### src/rtl/fetch_unit.sv
// fetch_unit: RV32I program counter and instruction fetch over a valid/ready imem port
module fetch_unit #(
   parameter logic [31:0] RESET_PC = 32'h0000_0000,
   parameter logic [31:0] NOP      = 32'h0000_0013
) (
   input  logic        clk,
   input  logic        rst,
   input  logic        NextPCSrc,
   input  logic [31:0] ALURes,
   input  logic        Retire,
   output logic        imem_req,
   output logic [31:0] imem_addr,
   input  logic        imem_ready,
   input  logic [31:0] imem_rdata,
   output logic [31:0] PC,
   output logic [31:0] PC4,
   output logic [31:0] Inst,
   output logic        InstValid,
   output logic        Misaligned
);
   typedef enum logic [1:0] {FETCH, EXEC, TRAP} state_t;
   state_t state, state_n;
   logic [31:0] pc_n, inst_n, target;
   logic valid_n, mis_n, fire, ret;

   always_ff @(posedge clk or posedge rst)
      if (rst) begin
         state      <= FETCH;
         PC         <= RESET_PC;
         Inst       <= NOP;
         InstValid  <= 1'b0;
         Misaligned <= 1'b0;
      end else begin
         state      <= state_n;
         PC         <= pc_n;
         Inst       <= inst_n;
         InstValid  <= valid_n;
         Misaligned <= mis_n;
      end

   // bit 0 of a jump target is dropped (JALR); a set bit 1 traps instead of redirecting
   always_comb begin
      target  = NextPCSrc ? {ALURes[31:1], 1'b0} : PC4;
      fire    = state == FETCH && imem_ready;
      ret     = state == EXEC && Retire;
      state_n = fire ? EXEC : ret ? (target[1] ? TRAP : FETCH) : state;
      pc_n    = ret && !target[1] ? target : PC;
      inst_n  = fire ? imem_rdata : ret ? NOP : Inst;
      valid_n = fire ? 1'b1 : ret ? 1'b0 : InstValid;
      mis_n   = Misaligned | (ret && target[1]);
   end

   always_comb begin
      imem_req  = state == FETCH && !rst;
      imem_addr = PC;
      PC4       = PC + 32'd4;
   end
endmodule

### config.mk
export PLATFORM = sky130hd
export DESIGN_NAME = fetch_unit
export DESIGN_NICKNAME = d
export VERILOG_FILES = /design/src/rtl/fetch_unit.sv
export SDC_FILE = /design/constraint.sdc
export NUM_CORES = 1
export LEC_CHECK = 0
export ABC_AREA = 1
export BUFFER_PORTS_ARGS = -buffer_cell sky130_fd_sc_hd__buf_2
export CAP_MARGIN = 20
export CORE_MARGIN = 3
export CORE_UTILIZATION = 51
export DETAILED_ROUTE_END_ITERATION = 6
export PLACE_DENSITY = 0.88
export RECOVER_POWER = 25
export SLEW_MARGIN = 20
export SYNTH_ARGS = -nofsm -noshare
export SYNTH_HDL_FRONTEND = slang
export SYNTH_SLANG_ARGS = --single-unit
### constraint.sdc
create_clock -name clk -period 3.5 [get_ports clk]
set_clock_uncertainty 0.15 [all_clocks]
set_input_delay 0.875 -clock clk [delete_from_list [all_inputs] [get_ports clk]]
set_output_delay 0.875 -clock clk [all_outputs]
set_load 0.01 [all_outputs]
# Word-level counts from Yosys, hierarchy flattened
# Index checks and enable logic that the tools add are counted.
# classes
add_sub_neg	1
shift	0
n_eq_ne	1
order_cmp	0
mul	0
muxes	8
n_div	0
n_reduce_logical	9
bitwise_logic	1
# ops
op	count
$mux 32	3
$add 32x3->32 const B	1
$mux 2	3
$logic_and 1x1->1	5
$eq 2x1->1 const B	1
$logic_not 1->1	2
$logic_not 2->1	1
$mux 1	2
$reduce_bool 2->1	1
$or 1x1->1	1
# word_totals
reg_bits	68
output_inout_bits	131
latch_bits	0
word_cells	25
n_memories	0
romBits	0
ram_bits	0
input_bits	69

# Depth between registers and ports, before layout
# Gate-level depths: netlist of run 1.
# depth
ltp_word	5
depth_mapped	10
depth_no_buf	10

# Worst setup path before layout of run 1
# OpenSTA, ideal clock, no wires.
# synth_path
kind	register -> output
startpoint	register PC[3]
endpoint	output PC4[22]
t_arrival_ns	1.333
required_time_ns	2.475
path_stages_with_launch	9
n_path_buf	0
path_slack_ns	1.142
path_cell_list	dfrtp_1 -> ha_1 -> nand2_2 -> nor2_8 -> nand2_8 -> nor2_8 -> nand2_1 -> nand2_1 -> nand2_1
# synth_between
elab_chain_cells	1
# synth_lines
item	line	rtl
start, declared	15	output logic [31:0] PC,
start signal, assigned	35	PC <= pc_n;
$add 32x3->32	56	PC4 = PC + 32'd4;
end, declared	16	output logic [31:0] PC4,
# No other way between the ends.

# Worst setup path after layout of run 1
# layout_path
startpoint	register PC[15]
endpoint	output PC4[21]
# Same word-level chain as after synthesis.

==> results of run 1 <==
-- cells by family (layout without fill, tap and decap cells) --
family,Yosys count,in the layout
buf+inv,126,287
simple gates,301,301
other cells,1,3
compound gates,77,77
xor+xnor,6,6
fa+ha+maj,1,1
flops,66,66
-- worst register-to-register path, cell delays in order, from the launching register on --
cell and delay (ns):
sky130_fd_sc_hd__dfrtp_1 0.43, sky130_fd_sc_hd__inv_1 0.09, sky130_fd_sc_hd__nand3_1 0.11, sky130_fd_sc_hd__clkbuf_1 0.82, sky130_fd_sc_hd__o21ai_0 0.24
-- final timing paths --
kind                                  from          to  slack [ns]
worst max-delay path                PC[15]     PC4[21]        0.59
worst min-delay path            Misaligned  Misaligned        0.33
worst max register to register    state[1]    Inst[28]        1.49
worst min register to register  Misaligned  Misaligned        0.33
max in group asynchronous              rst       PC[1]        0.95
min in group asynchronous              rst     Inst[5]        0.74
-- power groups by stage --
stage / combinational, mW / sequential (mW) / clock [mW]
global route: 0.0940 / 0.762 / 0.683
finish: 0.0819 / 0.762 / 0.634
global placement: 0.0840 / 0.777 / 0
floorplan: 0.0399 / 0.777 / 0
detailed placement: 0.0861 / 0.777 / 0
CTS: 0.0862 / 0.762 / 0.646
-- layout by cell type, fill, tap and decap left out, types with 2 or more instances in the layout --
cell type                    instances
sky130_fd_sc_hd__a21oi_1            13
sky130_fd_sc_hd__a21oi_2             5
sky130_fd_sc_hd__and2_1              3
sky130_fd_sc_hd__buf_2             193
sky130_fd_sc_hd__clkbuf_1            3
sky130_fd_sc_hd__clkbuf_8            9
sky130_fd_sc_hd__clkinvlp_4          2
sky130_fd_sc_hd__conb_1              3
sky130_fd_sc_hd__dfrtp_1            63
sky130_fd_sc_hd__dfstp_2             3
sky130_fd_sc_hd__inv_1              71
sky130_fd_sc_hd__inv_2               2
sky130_fd_sc_hd__nand2_1           173
sky130_fd_sc_hd__nand2_2            11
sky130_fd_sc_hd__nand3_1            25
sky130_fd_sc_hd__nand3b_1            2
sky130_fd_sc_hd__nor2_1             68
sky130_fd_sc_hd__nor2_2              5
sky130_fd_sc_hd__nor2_4              6
sky130_fd_sc_hd__nor2_8              4
sky130_fd_sc_hd__o21ai_0            47
sky130_fd_sc_hd__o22a_1              3
sky130_fd_sc_hd__o22ai_1             6
sky130_fd_sc_hd__xor2_1              5
-- metrics by stage --
| step | instance area, um2 | utilization, % | worst slack, ns | cells |
|---|---|---|---|---|
| 3_5_place_dp | 4940 | 63.2 | 0.762 | 828 |
| 2_1_floorplan | 4160 | - | 0.825 | 580 |
| 4_1_cts | 5130 | 65.7 | 0.593 | 843 |
| 3_3_place_gp | 4940 | 63.2 | 0.810 | 828 |
| 5_1_grt | 5100 | 65.4 | 0.434 | 843 |
| 6_report | 5100 | 65.4 | 0.591 | 843 |
-- registers in the layout, indices dropped and copies added (netlist names) --
register / count
Inst: 32
Misaligned: 1
PC: 31
state: 2
-- per-layer routing --
metal  up-vias  GRT usage [%]  part of all wire [%]
li1       2057              -                     -
met1      1872           29.1                    39
met2       188           43.4                    50
met3        19           4.85                   9.1
met4         0           8.89                   1.7
met5         -              0                     0
-- area by class of cell --
class	count	area, um2	share of cell area, %
Tap cell	102	128	2.50
Clock buffer	9	124	2.43
Sequential cell	66	1660	32.4
Inverter	74	280	5.49
Multi-Input combinational cell	388	1860	36.4
Timing Repair Buffer	198	990	19.4
Clock inverter	6	67.6	1.32
==> flow_summary.rst, run 1 <==
.. list-table::
   :header-rows: 1

   * - Metric
     - Value
   * - Number of stages on the worst setup path
     - 8
   * - Row count
     - 32
   * - Initial antenna violation count
     - 0
   * - Antenna-violating nets left
     - 0
   * - Post-layout nets
     - 807
   * - Min Hold Slack
     - between 0.3 and 0.4 ns
   * - Min-Delay Path Class
     - flop to flop
   * - Highest net fanout along the worst path
     - 7
   * - Area delta synth->final
     - 23.0%
   * - Port Buf Inserts
     - 195
   * - Total core area
     - 0.00781 mm2
   * - Type of destination of the critical path
     - output pin
   * - Most common cell on crit path
     - sky130_fd_sc_hd__nand2_1
   * - Worst-Margin Slew
     - 1.29 ns
   * - Portion of synthesized cell area occupied by the leading cell type
     - a little under two fifths
   * - CP max-delay cell
     - sky130_fd_sc_hd__dfrtp_1
   * - Cts hold-fix bufs
     - 0
   * - Largest family of logic cells by synthesized area
     - simple AND/OR/NAND/NOR gates
   * - CP Data Arrival Time
     - around 1.9 ns
   * - Sequential share of the synthesized area
     - 39.9%
   * - Via count
     - 4,136
   * - Final Max Slew Viols
     - 0
   * - Number of unique standard cell types used by synthesis
     - 36
   * - Post-CTS setup-driven buffer insertion count
     - 0
   * - Syn Area/Cell
     - 7.18 um2
   * - Count of inserted antenna diode cells
     - 0
   * - Minimum clock period
     - 2.91 ns
   * - Number of failing hold endpoints at the final stage
     - 0
   * - Period utilisation layout
     - 83.1%
   * - Most repeated cell in the gate-level netlist after synthesis
     - sky130_fd_sc_hd__nand2_1
   * - Final sum of negative setup slack
     - 0 ns
   * - Wire length of the first global-routing pass
     - 17,800 um
   * - Routed wire length per instance
     - 13.2 um
   * - Cell at the root of the clock tree
     - sky130_fd_sc_hd__clkbuf_8
   * - Most used flip-flop cell after synthesis
     - sky130_fd_sc_hd__dfrtp_1
   * - Count of flip-flops with a built-in enable after synthesis
     - 0
   * - Largest stage delay on the critical path
     - 0.48 ns
   * - Status
     - completed
   * - Top cell family by delay on the critical path
     - simple AND/OR/NAND/NOR gates
   * - Startpoint class of the critical path
     - flop
   * - Number of global-route vias before repair
     - 3,894
   * - Fraction of final layout cells sized beyond drive strength 1
     - 33.9%
   * - Crit Path Category
     - flop to output pin
   * - Worst path buffer plus inverter count
     - 1
   * - CP cell instances
     - nand2_1 > nor2_1 > nand2_1 > nor2_8 > nand2_1 > nand2_1 > nand2_1 > buf_2
   * - Fraction of power consumed by combinational cells
     - 5.5%
   * - Proportion of power drawn by the clock network
     - 42.9%
   * - Netlist Area Pre-Place
     - a little over 0.004 mm2
   * - Source-to-sink clock delay at the later pin of the worst-skew pair
     - about 0.34 ns
   * - Chip height
     - 96.2 um
   * - Post-detailed-routing wire length
     - 11,100 um
   * - Number of cells traversed by the worst hold path
     - 2
   * - Count of cells along the worst register-to-register path
     - 4
   * - Multiplexer share of the synthesized area
     - 0%
   * - Biggest area contributors in the synthesized netlist
     - sky130_fd_sc_hd__dfrtp_1, sky130_fd_sc_hd__nand2_1, sky130_fd_sc_hd__buf_4, sky130_fd_sc_hd__inv_1, sky130_fd_sc_hd__nor2_1
   * - Max_slew headroom
     - 13.8%
   * - Yosys reg bits
     - 66
   * - Cell types with the highest counts after synthesis
     - sky130_fd_sc_hd__nand2_1, sky130_fd_sc_hd__inv_1, sky130_fd_sc_hd__nor2_1
   * - Maximum root-to-sink buffer count
     - 2
   * - Total congestion overflow
     - 0
   * - Filler cells
     - between 600 and 700
   * - Sw frac
     - between 20% and 30%
   * - DIE AREA
     - 0.00925 mm2
   * - Number of DRC violations after detailed routing
     - 0
   * - Drt pass-1 iters
     - 5
   * - Fraction of power consumed by sequential logic
     - 51.6%
   * - Power per standard cell area
     - 290 mW/mm2
   * - Yosys synthesis warning count
     - 0
   * - Number of violations of the max-capacitance limit
     - 0
   * - Max rail drop VDD
     - 192 uV
   * - Sum of internal, switching and leakage power
     - 1.48 mW
   * - Leakage power summed over all cells
     - 2.95 nW
   * - Count of endpoints failing setup in the final report
     - 0
   * - Unrepaired setup endpoints after global routing
     - no
   * - Area fraction in and, or, nand and nor cells after synthesis
     - around a third
   * - Final RePlAce weighted congestion
     - 0.873
   * - Internal power of the cells
     - 1.12 mW
   * - Number of buffers inserted during clock tree synthesis
     - 9
   * - Syn Inst Count
     - 578
   * - Cell type with the highest aggregate area in the netlist
     - sky130_fd_sc_hd__dfrtp_1
   * - Share of synthesized flip-flops with an asynchronous set or reset
     - 100%
   * - Maximum number of pins on one net before global-route repair
     - 45
   * - Clock tree from TritonCTS
     - yes
   * - Adder-cell area share of the yosys netlist
     - less than 1%
   * - Vias per inst
     - 4.91
   * - # IOs
     - 200
   * - Clock transition time at the flip-flop clock pins of the worst setup and hold paths
     - 0.07 ns
   * - Number of DRC violations after detailed-routing iteration 0
     - 224
   * - Maximum achievable frequency
     - 344 MHz
   * - Worst Path Required
     - between 2 and 2.5 ns
   * - Synth Area in Compound Gates
     - 10.3%
   * - Post-CTS Resized
     - 0
   * - Initial standard-cell utilization of the core
     - 53.1%
   * - Global router's overall resource usage
     - 24.5%
   * - Detailed placement HPWL
     - 8420 um
   * - H-tree levels
     - 3
   * - Switching power of the nets
     - about 0.35 mW
   * - Xor/xnor cell area share of the yosys netlist
     - 1.27%
   * - Overall die width
     - 96.2 um
   * - Sinks on the clock net
     - 66
Note: power is estimated with default switching activity, not from simulation.
==> inputs of run 2 (changes only) <==
--- a/config.mk
+++ b/config.mk
@@ -9,9 +9,9 @@
 export BUFFER_PORTS_ARGS = -buffer_cell sky130_fd_sc_hd__buf_2
 export CAP_MARGIN = 20
 export CORE_MARGIN = 3
-export CORE_UTILIZATION = 51
+export CORE_UTILIZATION = 42
 export DETAILED_ROUTE_END_ITERATION = 6
-export PLACE_DENSITY = 0.88
+export PLACE_DENSITY = 0.78
 export RECOVER_POWER = 25
 export SLEW_MARGIN = 20
 export SYNTH_ARGS = -nofsm -noshare
==> constraint.sdc (replaced) <==
create_clock -name clk -period 2.45 [get_ports clk]
set_clock_uncertainty 0.15 [all_clocks]
set_input_delay 0.6125 -clock clk [delete_from_list [all_inputs] [get_ports clk]]
set_output_delay 0.6125 -clock clk [all_outputs]
set_load 0.01 [all_outputs]
==> run 2 against run 1 <==
  * The flow now finishes with violations (setup timing)
  * Clock-buffer cell count did not move
  * Largest cell class unchanged
  * Non-clock buffer count rose by 28
  * Design area rose by 8.4%
  * Combinational power rose by 50%
  * Flip-flop and latch count did not move
  * Die area rose by 20%
  * Critical path depth did not move
  * Core utilization fell by 6.6 points
==> flow_summary.rst, run 2 (synthesis results as in run 1) <==
.. list-table::
   :header-rows: 1

   * - Metric
     - Value
   * - Source-to-sink clock delay at the later pin of the worst-skew pair
     - 0.34 ns (about the same)
   * - Clock transition time at the flip-flop clock pins of the worst setup and hold paths
     - 0.08 ns (about the same)
   * - Min-Delay Path Class
     - input pin to asynchronous set/reset pin
   * - Worst Path Required
     - 1.69 ns (-0.78 ns)
   * - Worst Setup Slack, final
     - -0.142 ns (-0.733 ns)
   * - Initial standard-cell utilization of the core
     - 44.1% (-9.1 points)
   * - Unrepaired setup endpoints after global routing
     - yes
   * - Layer carrying the most global-route usage
     - met2
   * - Worst-Margin Slew
     - 1.17 ns (-0.126 ns)
   * - Met2 routing resource usage after global routing
     - 38.1% (-5.2 points)
   * - Number of stages on the worst setup path
     - 8 (unchanged)
   * - Count of cells along the worst register-to-register path
     - 6 (+2)
   * - Final Max Slew Viols
     - 0 (unchanged)
   * - Post-layout nets
     - 835 (+3.5%)
   * - Total congestion overflow
     - 0 (unchanged)
   * - Number of violations of the max-capacitance limit
     - 0 (unchanged)
   * - Wire length of the first global-routing pass
     - 19,600 um (+9.9%)
   * - Worst path buffer plus inverter count
     - 2 (+1)
   * - Status
     - finished, violations left
   * - Startpoint of the lowest-slack register-to-register path
     - state[0]
   * - Number of failing hold endpoints at the final stage
     - 0 (unchanged)
   * - Minimum clock period
     - 2.59 ns
   * - Global routing met3 resource utilization
     - 5.02% (+0.17 points)
   * - Power per standard cell area
     - 385 mW/mm2 (+33%)
   * - Number of flip-flops under the largest register name
     - 32 (unchanged)
   * - Largest registers ranked by flip-flop count
     - Inst x32, PC x31, state x2
   * - Number of buffers inserted during clock tree synthesis
     - 9 (unchanged)
   * - Cts hold-fix bufs
     - 0 (unchanged)
   * - Worst Setup SP
     - PC[3]
   * - Area delta synth->final
     - 33.3%
   * - Chip height
     - 105 um (+9.6%)
   * - Row count
     - 35 (+9.4%)
   * - Vias per inst
     - 4.77 (-2.7%)
   * - Register-to-register setup slack
     - 0.62 ns (-0.87 ns)
   * - Detailed placement HPWL
     - 8840 um (+5.0%)
   * - Startpoint class of the critical path
     - flop
   * - Proportion of power drawn by the clock network
     - 43.1% (+0.2 points)
   * - Overall die width
     - 105 um (+9.6%)
   * - Cell at the root of the clock tree
     - sky130_fd_sc_hd__clkbuf_8
   * - Highest net fanout along the worst path
     - 7 (unchanged)
   * - CP cell instances
     - buf_6 > nand2_4 > nor2_4 > nand2_4 > nor2_4 > nand3b_1 > nand2_1 > buf_2
   * - Number of global-route vias before repair
     - 4,061 (+4.3%)
   * - Number of DRC violations after detailed-routing iteration 0
     - 174 (-22%)
   * - Maximum number of pins on one net before global-route repair
     - 43 (-4.4%)
   * - Endpoint of the worst-slack reg-to-reg timing path
     - PC[5]
   * - Final sum of negative setup slack
     - -1.11 ns (-1.11 ns)
   * - Max_slew headroom
     - 22.2% (+8.4 points)
   * - Final instance area
     - 0.00553 mm2 (+8.4%)
   * - Placed standard-cell area
     - 0.00500 mm2 (+1.3%)
   * - Top cell family by delay on the critical path
     - simple AND/OR/NAND/NOR gates
   * - Final RePlAce weighted congestion
     - 0.889 (+1.8%)
   * - Fraction of final layout cells sized beyond drive strength 1
     - 40.7% (+6.8 points)
   * - Fraction of power consumed by combinational cells
     - 5.8% (+0.3 points)
   * - CP max-delay cell
     - sky130_fd_sc_hd__dfrtp_1
   * - Most frequent standard cell in the layout excluding fill and tap cells
     - sky130_fd_sc_hd__buf_2
   * - Clock tree from TritonCTS
     - yes
   * - Most flop-heavy register
     - Inst
   * - Internal power of the cells
     - 1.61 mW (+43%)
   * - Count of endpoints failing setup in the final report
     - 19 (+19)
   * - Failing checks
     - setup timing
   * - Via count
     - 4,285 (+3.6%)
   * - Total core area
     - 0.00942 mm2 (+21%)
   * - H-tree levels
     - 3 (unchanged)
   * - Max rail drop VDD
     - 257 uV (+34%)
   * - CP Data Arrival Time
     - 1.83 ns (-0.05 ns)
   * - DIE AREA
     - 0.0111 mm2 (+20%)
   * - Maximum root-to-sink buffer count
     - 2 (unchanged)
   * - Switching power of the nets
     - 0.524 mW (+48%)
   * - Port Buf Inserts
     - 195 (unchanged)
   * - Period utilisation layout
     - 106%
   * - Crit Path Category
     - flop to output pin
   * - Leading cell types in the layout, fill and taps excluded
     - sky130_fd_sc_hd__buf_2, sky130_fd_sc_hd__nand2_1, sky130_fd_sc_hd__inv_1
   * - Leakage power summed over all cells
     - 3.12 nW (+5.9%)
   * - Fraction of power consumed by sequential logic
     - 51.1% (-0.5 points)
   * - Count of inserted antenna diode cells
     - 0 (unchanged)
   * - Worst setup path endpoint
     - PC4[19]
   * - Post-detailed-routing wire length
     - 12,100 um (+8.7%)
   * - Global router's overall resource usage
     - 21.5% (-2.9 points)
   * - Maximum achievable frequency
     - 386 MHz
   * - Number of DRC violations after detailed routing
     - 0 (unchanged)
   * - Initial antenna violation count
     - 0 (unchanged)
   * - Routed wire length per instance
     - 13.5 um (+2.1%)
   * - Type of destination of the critical path
     - output pin
   * - Antenna-violating nets left
     - 0 (unchanged)
   * - Sinks on the clock net
     - 66 (unchanged)
   * - # IOs
     - 200 (unchanged)
   * - Largest stage delay on the critical path
     - 0.42 ns (-0.06 ns)
   * - Sw frac
     - 24.6% (+0.60 points)
   * - Drt pass-1 iters
     - 5 (unchanged)
   * - GRT met1 Usage
     - 26.5% (-2.7 points)
-- run 2: cell types whose count changed in the layout (fill, tap and decap cells not counted), sizes merged --
cell,delta
inv,-1
clkinvlp,+2
dlymetal6s2s,+1
clkbuf,-2
buf,+29
clkinv,-1
-- run 2: cell type report --
class | instances | area, um2
Fill cell | 908 | 3880
Multi-Input combinational cell | 388 | 1980
Sequential cell | 66 | 1670
Timing Repair Buffer | 226 | 1240
Inverter | 74 | 280
Tap cell | 129 | 161
Clock buffer | 9 | 124
Clock inverter | 6 | 68.8
-- run 2: worst min-delay path by stage --
| stage | from | end | slack, ns | cells past startpoint |
|---|---|---|---|---|
| finish | rst | PC[16] | 0.21 | 2 |
| global route | rst | PC[16] | 0.24 | 2 |
| CTS | rst | PC[11] | 0.11 | 2 |
| detailed placement | Misaligned | Misaligned | 0.31 | 2 |
| global placement | Misaligned | Misaligned | 0.29 | 2 |
| floorplan | Misaligned | Misaligned | 0.35 | 2 |
-- run 2: power groups by stage --
stage,sequential [mW],clock [mW],combinational [mW]
floorplan,1.11,0,0.0570
global placement,1.11,0,0.125
detailed placement,1.11,0,0.128
CTS,1.09,0.938,0.128
global route,1.09,0.998,0.140
finish,1.09,0.919,0.123
-- run 2: what timing repair did --
action,in CTS,in global routing
gates resized for setup,23,28
buffers inserted,13,11
pin swaps,7,16
endpoints found under the setup margin,23,25
-- run 2: per-layer routing --
metal	wire (um)	vias to the layer above	share of wire (%)
met5	0	-	0
met4	159	0	1.3
met3	965	16	8.0
met2	6210	195	51
met1	4760	1967	39
li1	-	2107	-
-- run 2: per-stage QoR --
stage               util [%]  instances  setup WS (ns)  hold slack (ns)  power, mW
floorplan                  -        580         0.0377            0.350       1.17
global placement        53.1        859          0.225            0.294       1.23
detailed placement      53.1        859          0.186            0.313       1.24
CTS                     56.9        887        -0.0926            0.111       2.15
global route            58.7        898         -0.238            0.244       2.23
finish                  58.7        898         -0.142            0.206       2.13
==> inputs of run 3 (changes only) <==
--- a/config.mk
+++ b/config.mk
@@ -11,9 +11,10 @@
 export CORE_MARGIN = 3
 export CORE_UTILIZATION = 42
 export DETAILED_ROUTE_END_ITERATION = 6
-export PLACE_DENSITY = 0.78
+export PLACE_DENSITY = 0.77
 export RECOVER_POWER = 25
 export SLEW_MARGIN = 20
 export SYNTH_ARGS = -nofsm -noshare
 export SYNTH_HDL_FRONTEND = slang
 export SYNTH_SLANG_ARGS = --single-unit
+export TNS_END_PERCENT = 1
==> run 3 against run 2 <==
  * The flow finishes with violations (capacitance limit, slew limit, setup timing)
  * Design area is 2.4% lower
  * Setup slack better by 0.050 ns
  * Maximum frequency is 2.0% higher
  * Sequential power hardly changed
  * Critical endpoint is now PC4[27]
  * Sequential share of layout area is 0.78 points higher
  * Core utilization is 1.4 points lower
  * Routed wire length is 3.8% lower
  * Flip-flop and latch count stayed put
==> flow_summary.rst, run 3 (synthesis results as in run 1) <==
.. list-table::
   :header-rows: 1

   * - Metric
     - Value
   * - Status
     - finished, violations left
   * - Failing checks
     - capacitance limit, slew limit, setup timing
   * - Number of DRC violations after detailed-routing iteration 0
     - 138 (-21%)
   * - Maximum root-to-sink buffer count
     - 2 (unchanged)
   * - Sinks on the clock net
     - 66 (unchanged)
   * - Type of destination of the critical path
     - output pin
   * - Period utilisation layout
     - 104% (-2.0 points)
   * - Antenna-violating nets left
     - 0 (unchanged)
   * - Drt pass-1 iters
     - 4 (-1)
   * - Filler cells
     - 892 (-1.8%)
   * - Chip height
     - 105 um (unchanged)
   * - Maximum number of pins on one net before global-route repair
     - 43 (unchanged)
   * - Clock tree from TritonCTS
     - yes
   * - Top cell family by delay on the critical path
     - simple AND/OR/NAND/NOR gates
   * - Post-layout nets
     - 823 (-1.4%)
   * - Fraction of final layout cells sized beyond drive strength 1
     - 39.7% (-0.99 points)
   * - Leakage power summed over all cells
     - 3.06 nW (-2.1%)
   * - CP max-delay cell
     - sky130_fd_sc_hd__dfrtp_1
   * - Number of cells traversed by the worst hold path
     - 2
   * - Count of inserted antenna diode cells
     - 0 (unchanged)
   * - Final RePlAce weighted congestion
     - 0.881 (-0.96%)
   * - Final sum of negative setup slack
     - -0.697 ns (+0.411 ns)
   * - Detailed placement HPWL
     - 8710 um (-1.4%)
   * - Area taken by flip-flops and latches
     - 0.00167 mm2 (about the same)
   * - Vias per inst
     - 4.68 (-2.0%)
   * - Most flop-heavy register
     - Inst
   * - Register-to-register setup slack
     - 0.63 ns (about the same)
   * - Min-Delay Path Class
     - flop to flop
   * - Worst Setup Slack, final
     - -0.0922 ns (+0.0496 ns)
   * - Largest stage delay on the critical path
     - 0.39 ns (-0.03 ns)
   * - CP Data Arrival Time
     - 1.78 ns (-0.05 ns)
   * - Unrepaired setup endpoints after global routing
     - yes
   * - Most frequent standard cell in the layout excluding fill and tap cells
     - sky130_fd_sc_hd__buf_2
   * - H-tree levels
     - 3 (unchanged)
   * - Worst path buffer plus inverter count
     - 2 (unchanged)
   * - Most common cell on crit path
     - sky130_fd_sc_hd__nand2_1
   * - Leading cell types in the layout, fill and taps excluded
     - sky130_fd_sc_hd__buf_2, sky130_fd_sc_hd__nand2_1, sky130_fd_sc_hd__inv_1
   * - CP cell instances
     - buf_6 > nand2_4 > nor2_4 > nand2_4 > nor2_4 > nand2_1 > nand2_1 > nand2_1 > buf_2
   * - Overall die width
     - 105 um (unchanged)
   * - Area delta synth->final
     - 30.1%
   * - Source-to-sink clock delay at the later pin of the worst-skew pair
     - 0.34 ns (about the same)
   * - Clock transition time at the flip-flop clock pins of the worst setup and hold paths
     - 0.08 ns (about the same)
   * - Port Buf Inserts
     - 195 (unchanged)
   * - Endpoint of the worst-slack reg-to-reg timing path
     - Inst[12]
   * - Startpoint of the lowest-slack register-to-register path
     - state[0]
   * - Post-detailed-routing wire length
     - 11,600 um (-3.8%)
   * - Startpoint class of the critical path
     - flop
   * - Number of DRC violations after detailed routing
     - 0 (unchanged)
   * - Total core area
     - 0.00942 mm2 (unchanged)
   * - Largest registers ranked by flip-flop count
     - Inst x32, PC x31, state x2
   * - Global router's overall resource usage
     - 20.6% (-0.90 points)
   * - Number of failing hold endpoints at the final stage
     - 0 (unchanged)
   * - Worst-Margin Slew
     - 1.64 ns (+0.477 ns)
   * - Wire length of the first global-routing pass
     - 18,800 um (-4.0%)
   * - Highest net fanout along the worst path
     - 7 (unchanged)
   * - Cell at the root of the clock tree
     - sky130_fd_sc_hd__clkbuf_8
   * - Number of global-route vias before repair
     - 4,015 (-1.1%)
   * - Row count
     - 35 (unchanged)
   * - Final Max Slew Viols
     - 30 (+30)
   * - DIE AREA
     - 0.0111 mm2 (unchanged)
   * - Initial antenna violation count
     - 0 (unchanged)
   * - Crit Path Category
     - flop to output pin
   * - Count of endpoints failing setup in the final report
     - 15 (-4)
   * - Routed wire length per instance
     - 13.1 um (-2.6%)
   * - Total congestion overflow
     - 0 (unchanged)
   * - Maximum achievable frequency
     - 393 MHz (+2.0%)
   * - Number of violations of the max-capacitance limit
     - 1 (+1)
   * - Number of buffers inserted during clock tree synthesis
     - 9 (unchanged)
   * - Core occupancy in the finished layout
     - 57.3% (-1.4 points)
   * - End point of the most critical hold path
     - Inst[28]
   * - Footprint of the multi-input gates
     - 0.00195 mm2 (-1.9%)
   * - Power per standard cell area
     - 406 mW/mm2 (+5.4%)
   * - Initial standard-cell utilization of the core
     - 44.1% (unchanged)
   * - Via count
     - 4,147 (-3.2%)
   * - Min-delay src
     - Inst[28]
   * - Minimum clock period
     - 2.54 ns (-0.0496 ns)
   * - Max_slew headroom
     - -9.47% (-32 points)
   * - Count of cells along the worst register-to-register path
     - 7 (+1)
   * - Number of flip-flops under the largest register name
     - 32 (unchanged)
   * - Worst Path Required
     - 1.69 ns (about the same)
   * - # IOs
     - 200 (unchanged)
   * - Max rail drop VDD
     - 337 uV (+31%)
run 3: cell types whose count changed in the layout (fill, tap and decap cells not counted), sizes merged:
cell	before	now
dlymetal6s2s	1	0
buf	223	212
inv	74	76
clkinv	1	2
clkbuf	11	12
clkinvlp	4	1
run 3: worst max path at each step:
stage / start / end / slack (ns) / cells past startpoint
global route: PC[3] / PC4[27] / -0.22 / 9
floorplan: rst / Inst[10] / 0.04 / 1
CTS: PC[3] / PC4[30] / -0.1 / 9
global placement: PC[3] / PC4[24] / 0.22 / 9
detailed placement: PC[3] / PC4[24] / 0.21 / 9
finish: PC[3] / PC4[27] / -0.09 / 9
run 3: where the power goes:
group,switching (mW),internal (mW)
Sequential,0,1.09
Combinational,0.0685,0.0512
Clock,0.474,0.509
Total,0.543,1.65
run 3: layer usage:
layer | global-route usage [%] | up-vias | wire length [um]
li1 | - | 2075 | -
met1 | 24.6 | 1889 | 4700
met2 | 37.1 | 172 | 5890
met3 | 5.08 | 11 | 928
met4 | 4.97 | 0 | 111
met5 | 0 | - | 0
run 3: through the flow:
| step | std cells | hold WS, ns | setup WS [ns] | power (mW) | area (um2) |
|---|---|---|---|---|---|
| floorplan | 580 | 0.350 | 0.0377 | 1.17 | 4160 |
| global placement | 860 | 0.295 | 0.222 | 1.23 | 5000 |
| detailed placement | 860 | 0.327 | 0.212 | 1.23 | 5000 |
| CTS | 882 | 0.199 | -0.0965 | 2.22 | 5310 |
| global route | 887 | 0.332 | -0.224 | 2.28 | 5400 |
| finish | 887 | 0.337 | -0.0922 | 2.19 | 5400 |
run 3: layout make-up:
type | count | area share, %
repair buffers | 214 | 20.9
clock buffers | 10 | 2.55
multi-input cells | 388 | 36.1
clock inverters | 6 | 1.35
inverters | 74 | 5.19
flip-flops and latches | 66 | 31.0
well taps | 129 | 2.99
run 3: worst min-delay path, delay by kind of cell, from the launching register on:
family | cells | cell delay [ns]
AO/OA/AOI/OAI | 1 | 0.06
AND/OR/NAND/NOR | 1 | 0.05
flip-flops | 1 | 0.35
run 3: what timing repair did:
| action | in CTS | in global routing |
|---|---|---|
| pin swaps | 7 | 14 |
| resized for setup | 21 | 19 |
| endpoints found under the hold margin | 0 | 0 |
| buffers inserted | 6 | 5 |
| setup endpoints to repair | 23 | 24 |
| hold buffers | 0 | 0 |
